`src/rtl/clint_trap_ctrl.sv`:
```
`default_nettype none
// ============================================================================
// Module      : clint_trap_ctrl
// Description : Core-local interrupt/trap controller. Decodes ecall/ebreak,
//               mret and level interrupt requests at EX, holds the pipeline,
//               writes mepc/mstatus/mcause through the CSR clint port one
//               register per cycle, then redirects the PC to mtvec or mepc.
// Ports       : clk, rst (async active-low)
//               int_flag_i      - level interrupt requests
//               inst_i/inst_addr_i - instruction in EX and its PC
//               jump_flag_i/jump_addr_i - EX redirect in progress
//               hold_flag_i     - pipeline already held elsewhere
//               csr_*_i         - mtvec/mepc/mstatus/MIE from CSR file
//               hold_flag_o     - pipeline stall
//               we_o/waddr_o/raddr_o/data_o - CSR clint write port
//               int_assert_o/int_addr_o     - one-cycle PC redirect
// Revision    : 1.0 - initial release
// ============================================================================
module clint_trap_ctrl #(
    parameter int          INT_NUM   = 8,
    parameter logic [31:0] INT_CAUSE = 32'h8000_0007
) (
    input  logic               clk,
    input  logic               rst,
    input  logic [INT_NUM-1:0] int_flag_i,
    input  logic [31:0]        inst_i,
    input  logic [31:0]        inst_addr_i,
    input  logic               jump_flag_i,
    input  logic [31:0]        jump_addr_i,
    input  logic               hold_flag_i,
    input  logic [31:0]        csr_mtvec_i,
    input  logic [31:0]        csr_mepc_i,
    input  logic [31:0]        csr_mstatus_i,
    input  logic               global_int_en_i,
    output logic               hold_flag_o,
    output logic               we_o,
    output logic [31:0]        waddr_o,
    output logic [31:0]        raddr_o,
    output logic [31:0]        data_o,
    output logic               int_assert_o,
    output logic [31:0]        int_addr_o
);

    localparam logic [31:0] c_INST_ECALL  = 32'h0000_0073;
    localparam logic [31:0] c_INST_EBREAK = 32'h0010_0073;
    localparam logic [31:0] c_INST_MRET   = 32'h3020_0073;

    localparam logic [31:0] c_CSR_MSTATUS = 32'h0000_0300;
    localparam logic [31:0] c_CSR_MEPC    = 32'h0000_0341;
    localparam logic [31:0] c_CSR_MCAUSE  = 32'h0000_0342;

    localparam logic [31:0] c_CAUSE_ECALL  = 32'd11;
    localparam logic [31:0] c_CAUSE_EBREAK = 32'd3;

    // Each non-IDLE state names the CSR action visible on the registered
    // outputs while the FSM sits in that state.
    typedef enum logic [2:0] {
        S_IDLE      = 3'd0,
        S_W_MEPC    = 3'd1,
        S_W_MSTATUS = 3'd2,
        S_W_MCAUSE  = 3'd3,
        S_ASSERT    = 3'd4,
        S_R_MSTATUS = 3'd5
    } state_t;

    state_t      r_state;
    state_t      w_next_state;

    logic [31:0] r_cause;
    logic [31:0] w_cause_nxt;

    logic        r_we;
    logic [31:0] r_waddr;
    logic [31:0] r_data;
    logic        r_int_assert;
    logic [31:0] r_int_addr;

    logic        w_we;
    logic [31:0] w_waddr;
    logic [31:0] w_data;
    logic        w_int_assert;
    logic [31:0] w_int_addr;

    logic        w_idle;
    logic        w_sync_evt;
    logic        w_mret_evt;
    logic        w_async_evt;
    logic        w_accept;
    logic [31:0] w_mstatus_trap;
    logic [31:0] w_mstatus_mret;

    // ------------------------------------------------------------------
    // Event decode. Only meaningful in IDLE; outside IDLE nothing is
    // accepted, which is what makes mid-sequence input changes harmless.
    // ------------------------------------------------------------------
    assign w_idle      = (r_state == S_IDLE);
    assign w_sync_evt  = (inst_i == c_INST_ECALL) || (inst_i == c_INST_EBREAK);
    assign w_mret_evt  = (inst_i == c_INST_MRET);
    assign w_async_evt = (|int_flag_i) && global_int_en_i && !hold_flag_i;
    assign w_accept    = w_idle && (w_sync_evt || w_mret_evt || w_async_evt);

    // Trap entry: MPIE <= MIE, MIE <= 0. Return: MIE <= MPIE, MPIE <= 1.
    always_comb begin
        w_mstatus_trap    = csr_mstatus_i;
        w_mstatus_trap[7] = csr_mstatus_i[3];
        w_mstatus_trap[3] = 1'b0;
        w_mstatus_mret    = csr_mstatus_i;
        w_mstatus_mret[3] = csr_mstatus_i[7];
        w_mstatus_mret[7] = 1'b1;
    end

    // The stall must be combinational so the trapping instruction is held
    // in EX during its own acceptance cycle. Gated by reset so every output
    // reads 0 while reset is asserted.
    assign hold_flag_o = rst && (!w_idle || w_accept);

    // ------------------------------------------------------------------
    // Next-state and next-output logic. Outputs are computed for the
    // state being entered and registered, so each state presents its own
    // CSR write / redirect.
    // ------------------------------------------------------------------
    always_comb begin
        w_next_state = r_state;
        w_cause_nxt  = r_cause;
        w_we         = 1'b0;
        w_waddr      = 32'h0;
        w_data       = 32'h0;
        w_int_assert = 1'b0;
        w_int_addr   = 32'h0;

        case (r_state)
            S_IDLE: begin
                if (w_sync_evt) begin
                    w_next_state = S_W_MEPC;
                    w_cause_nxt  = (inst_i == c_INST_ECALL) ? c_CAUSE_ECALL
                                                            : c_CAUSE_EBREAK;
                    w_we         = 1'b1;
                    w_waddr      = c_CSR_MEPC;
                    // Synchronous traps resume after the trapping instruction.
                    w_data       = inst_addr_i + 32'd4;
                end else if (w_mret_evt) begin
                    w_next_state = S_R_MSTATUS;
                    w_we         = 1'b1;
                    w_waddr      = c_CSR_MSTATUS;
                    w_data       = w_mstatus_mret;
                end else if (w_async_evt) begin
                    w_next_state = S_W_MEPC;
                    w_cause_nxt  = INT_CAUSE;
                    w_we         = 1'b1;
                    w_waddr      = c_CSR_MEPC;
                    // A redirect in flight must not be lost: resume at its
                    // target rather than at the instruction in EX.
                    w_data       = jump_flag_i ? jump_addr_i : inst_addr_i;
                end
            end
            S_W_MEPC: begin
                w_next_state = S_W_MSTATUS;
                w_we         = 1'b1;
                w_waddr      = c_CSR_MSTATUS;
                w_data       = w_mstatus_trap;
            end
            S_W_MSTATUS: begin
                w_next_state = S_W_MCAUSE;
                w_we         = 1'b1;
                w_waddr      = c_CSR_MCAUSE;
                w_data       = r_cause;
            end
            S_W_MCAUSE: begin
                w_next_state = S_ASSERT;
                w_int_assert = 1'b1;
                w_int_addr   = csr_mtvec_i;
            end
            S_R_MSTATUS: begin
                w_next_state = S_ASSERT;
                w_int_assert = 1'b1;
                w_int_addr   = csr_mepc_i;
            end
            S_ASSERT: begin
                w_next_state = S_IDLE;
            end
            default: begin
                w_next_state = S_IDLE;
            end
        endcase
    end

    always_ff @(posedge clk or negedge rst) begin
        if (!rst) begin
            r_state      <= S_IDLE;
            r_cause      <= 32'h0;
            r_we         <= 1'b0;
            r_waddr      <= 32'h0;
            r_data       <= 32'h0;
            r_int_assert <= 1'b0;
            r_int_addr   <= 32'h0;
        end else begin
            r_state      <= w_next_state;
            r_cause      <= w_cause_nxt;
            r_we         <= w_we;
            r_waddr      <= w_waddr;
            r_data       <= w_data;
            r_int_assert <= w_int_assert;
            r_int_addr   <= w_int_addr;
        end
    end

    assign we_o         = r_we;
    assign waddr_o      = r_waddr;
    assign data_o       = r_data;
    assign int_assert_o = r_int_assert;
    assign int_addr_o   = r_int_addr;
    assign raddr_o      = 32'h0;

endmodule
`default_nettype wire

```
`config.mk`:
```
export PLATFORM = sky130hd
export DESIGN_NAME = clint_trap_ctrl
export DESIGN_NICKNAME = d
export VERILOG_FILES = /design/src/rtl/clint_trap_ctrl.sv
export SDC_FILE = /design/constraint.sdc
export NUM_CORES = 1
export LEC_CHECK = 0
export CELL_PAD_IN_SITES_DETAIL_PLACEMENT = 0
export CELL_PAD_IN_SITES_GLOBAL_PLACEMENT = 1
export CORE_UTILIZATION = 27
export DETAILED_ROUTE_END_ITERATION = 16
export PLACE_DENSITY = 0.93
export SYNTH_ARGS = -nofsm -noshare
export SYNTH_HDL_FRONTEND = slang
export SYNTH_SLANG_ARGS = --single-unit
```
`constraint.sdc`:
```
create_clock -name clk -period 4.1 [get_ports clk]
set_clock_uncertainty 0.05 [all_clocks]
set_input_delay 1.23 -clock clk [delete_from_list [all_inputs] [get_ports clk]]
set_output_delay 1.23 -clock clk [all_outputs]
set_load 0.02 [all_outputs]
```
==> results.sh, run 1 <==
export IMPL_status="finished, final reports clean"
export IMPL_cp_required_ns=2.82
export IMPL_gp_congestion=0.801
export IMPL_antenna_found_initial=0
export IMPL_drt_iter0_drc=235
export IMPL_fin_area_um2=8000
export IMPL_synth_cells=468
export IMPL_core_area_um2=17300
export IMPL_drv_cap=0
export IMPL_maxSlewViolCount=0
export IMPL_overflow=0
export IMPL_synth_area_um2=4770
export IMPL_io_buffers=276
export IMPL_wl_per_cell_um=17.1
export IMPL_pwr_share_seq_pct=29.1
export IMPL_n_fill_cell=1691
export IMPL_clkSinkCount=75
export IMPL_netlist_top_cells_count="75 x dfrtp_1, 61 x buf_4, 38 x a22o_1"
export IMPL_numCtsBuffers=9
export IMPL_power_density_nw_per_um2=445
export IMPL_crit_top_cell="buf_4"
export IMPL_crit_chain="clkdlybuf4s50_1 -> and4b_1 -> o21ai_2 -> nor3_2 -> buf_4 -> o31a_1 -> buf_4"
export IMPL_fmaxAchievable_mhz=250
export IMPL_ctsLongestPathBuffers=2
export IMPL_die_area_um2=18200
export IMPL_synth_edf_count=0
export IMPL_num_antenna_cells=0
export IMPL_final_hold_viol_count=0
export IMPL_synth_seq_cells=75
export IMPL_drc=0
export IMPL_cp_data_arrival_time_ns=2.72
export IMPL_track_usage_pct=18.6
export IMPL_synth_area_per_cell_um2=10.2
export IMPL_tritoncts="built"
export IMPL_critPathLaunchType="input pin"
export IMPL_synth_area_top_cells="dfrtp_1 39%, buf_4 9.6%, a22o_1 7.0%"
export IMPL_syn_to_final_growth_pct=67.8
export IMPL_period_share_pct=97.6
export IMPL_fin_crit_ns=4.00
export IMPL_power_frac_clock_pct=25.0
export IMPL_ant_nets=0
export IMPL_drive_above_1_share_pct=13.8
export IMPL_ys_types=63
export IMPL_peakVddDrop_uv=243
export IMPL_synth_seq_area_share_pct=39.4
export IMPL_num_rows=48
export IMPL_p_switching_w=0.00126
export IMPL_htree_levels=3
export IMPL_die_x_um=135
export IMPL_vias_per_cell=4.61
export IMPL_rsz0062_at_grt="false"
export IMPL_hpwl_um=13400
export IMPL_crit_path_max_fanout=2
export IMPL_grt_pass1_wl_um=25500
export IMPL_worst_path_max_delay_cell="clkdlybuf4s50_1"
export IMPL_max_stage_delay_ns=0.44
export IMPL_async_flop_share_pct=100
export IMPL_grt_pass1_vias=4543
export IMPL_cts_root_buffer="clkbuf_16"
export IMPL_hold_path_class="reg -> reg"
export IMPL_io_pins=336
export IMPL_totalWireLength_um=16900
export IMPL_worst_slew_pin_slew_ns=0.611
export IMPL_fin_nets=960
export IMPL_slew_headroom_pct=59.2
export IMPL_ys_warn_count=0
export IMPL_r2r_slack_ns=1.80
export IMPL_crit_type="in -> out"
export IMPL_grt_start_max_net_pins=48
export IMPL_p_leak_nw=3.29
export IMPL_placedInstanceArea_um2=7640
export IMPL_drt_first_pass_iters=5
export IMPL_synth_top_area_cell="dfrtp_1"
export IMPL_yosysTopAreaCellShare_pct=39.4
export IMPL_combPwrFrac_pct=46.0
export IMPL_swShare_pct=35.5
export IMPL_setup_violations=0
export IMPL_fin_util_pct=46.3
export IMPL_path_clk_slew_ns=0.06
export IMPL_endpoint_kind="output port"
export IMPL_die_h_um=135
export IMPL_p_int_w=0.00229
export IMPL_initial_core_util_pct=27.6
export IMPL_synth_ff_type="dfrtp_1"
export IMPL_vias=4534
export IMPL_clk_latency_ns=0.34
export IMPL_yosysMostFrequentCell="dfrtp_1"
[per-stage QoR]
stage,std cells,setup WS [ns],hold slack [ns],power [W],TNS [ns]
finish,984,0.0977,0.500,0.00356,0
global route,984,0.00567,0.505,0.00375,0
CTS,984,0.0237,0.488,0.00360,0
detailed placement,967,-0.493,0.474,0.00270,-0.493
global placement,967,-0.439,0.474,0.00268,-0.439
floorplan,526,0.345,0.415,0.00192,0
[worst max-delay path, delay by kind of cell]
family | cells | cell delay (ns)
buffers and inverters | 3 | 0.74
AOI/OAI and AO/OA | 2 | 0.46
and+or+nand+nor | 2 | 0.29
[layer usage]
metal  track usage (%)  share of wire (%)
met1              21.7                 40
met2              33.6                 52
met3              4.58                6.8
met4              5.68                1.5
met5                 0                  0
[layout by cell type (no fill, tap or decap), drive strengths merged, types with 3 or more instances in the layout]
master,count
clkdlybuf4s50,269
dfrtp,75
conb,59
a22o,38
nand2,31
buf,31
o21ai,30
nor2,20
mux2,15
xor2,14
a22oi,14
mux2i,13
nor3,13
nand3,12
inv,11
nand4,10
xnor2,9
clkbuf,9
nor4,8
a21oi,7
o22ai,7
o211ai,6
o21a,5
or2,5
and3,4
nor3b,3
a2bb2oi,3
dlymetal6s2s,3
o31ai,3
[sequential cells by signal (all words and copies together) (netlist names)]
name and flops:
data_o 32, int_addr_o 32, waddr_o 4, r_cause 3, r_state 3, int_assert_o 1
[final timing paths]
check,cells past startpoint,to,from
worst min-delay path,1,r_cause[2],r_cause[2]
max in group asynchronous,3,data_o[19],rst
min in group asynchronous,2,int_addr_o[24],rst
worst max register to register,5,data_o[19],r_state[1]
worst max-delay path,7,hold_flag_o,inst_i[28]
worst min register to register,1,r_cause[2],r_cause[2]
[cell type report]
cell class,count,area [um2],area share [%]
multi-input cells,357,2520,31.5
clock inverters,7,105,1.31
clock buffers,9,225,2.81
well taps,225,282,3.52
inverters,7,26.3,0.328
repair buffers,304,2970,37.1
flip-flops and latches,75,1880,23.5
[power groups by stage]
stage	sequential (W)	clock [W]	combinational [W]
finish	0.00103	0.000888	0.00163
global route	0.00106	0.000948	0.00175
CTS	0.00104	0.000917	0.00165
detailed placement	0.00105	0	0.00165
global placement	0.00104	0	0.00164
floorplan	0.00127	0	0.000653
[what timing repair did]
| action | in CTS | in global routing |
|---|---|---|
| pin swaps | 2 | 5 |
| resized for setup | 8 | 4 |
| cloned | 0 | 0 |
| endpoints found under the setup margin | 1 | 1 |
| setup buffers | 1 | 0 |
| hold buffers | 0 | 0 |
[cell families (layout without fill, tap and decap cells)]
group                      count (synthesis)  after routing  synth area share [%]
muxes                                     28             28                  6.27
AOI/OAI and AO/OA                        127            127                  21.7
buffers and inverters                     94            327                  12.9
and+or+nand+nor                          119            119                  15.2
adders and majority gates                  1              1                 0.262
other                                      1             59                0.0787
DFF                                       75             75                  39.4
xor gates and xnor gates                  23             23                  4.23
Note: power is estimated with default switching activity, not from simulation.
==> run 2, diff against run 1 <==
--- a/config.mk
+++ b/config.mk
@@ -8,6 +8,7 @@
 export CELL_PAD_IN_SITES_DETAIL_PLACEMENT = 0
 export CELL_PAD_IN_SITES_GLOBAL_PLACEMENT = 1
 export CORE_UTILIZATION = 27
+export CTS_CLUSTER_DIAMETER = 100
 export DETAILED_ROUTE_END_ITERATION = 16
 export PLACE_DENSITY = 0.93
 export SYNTH_ARGS = -nofsm -noshare
==> results of run 2 <==
The final DEF is identical to that of run 1; final timing and power are the same.
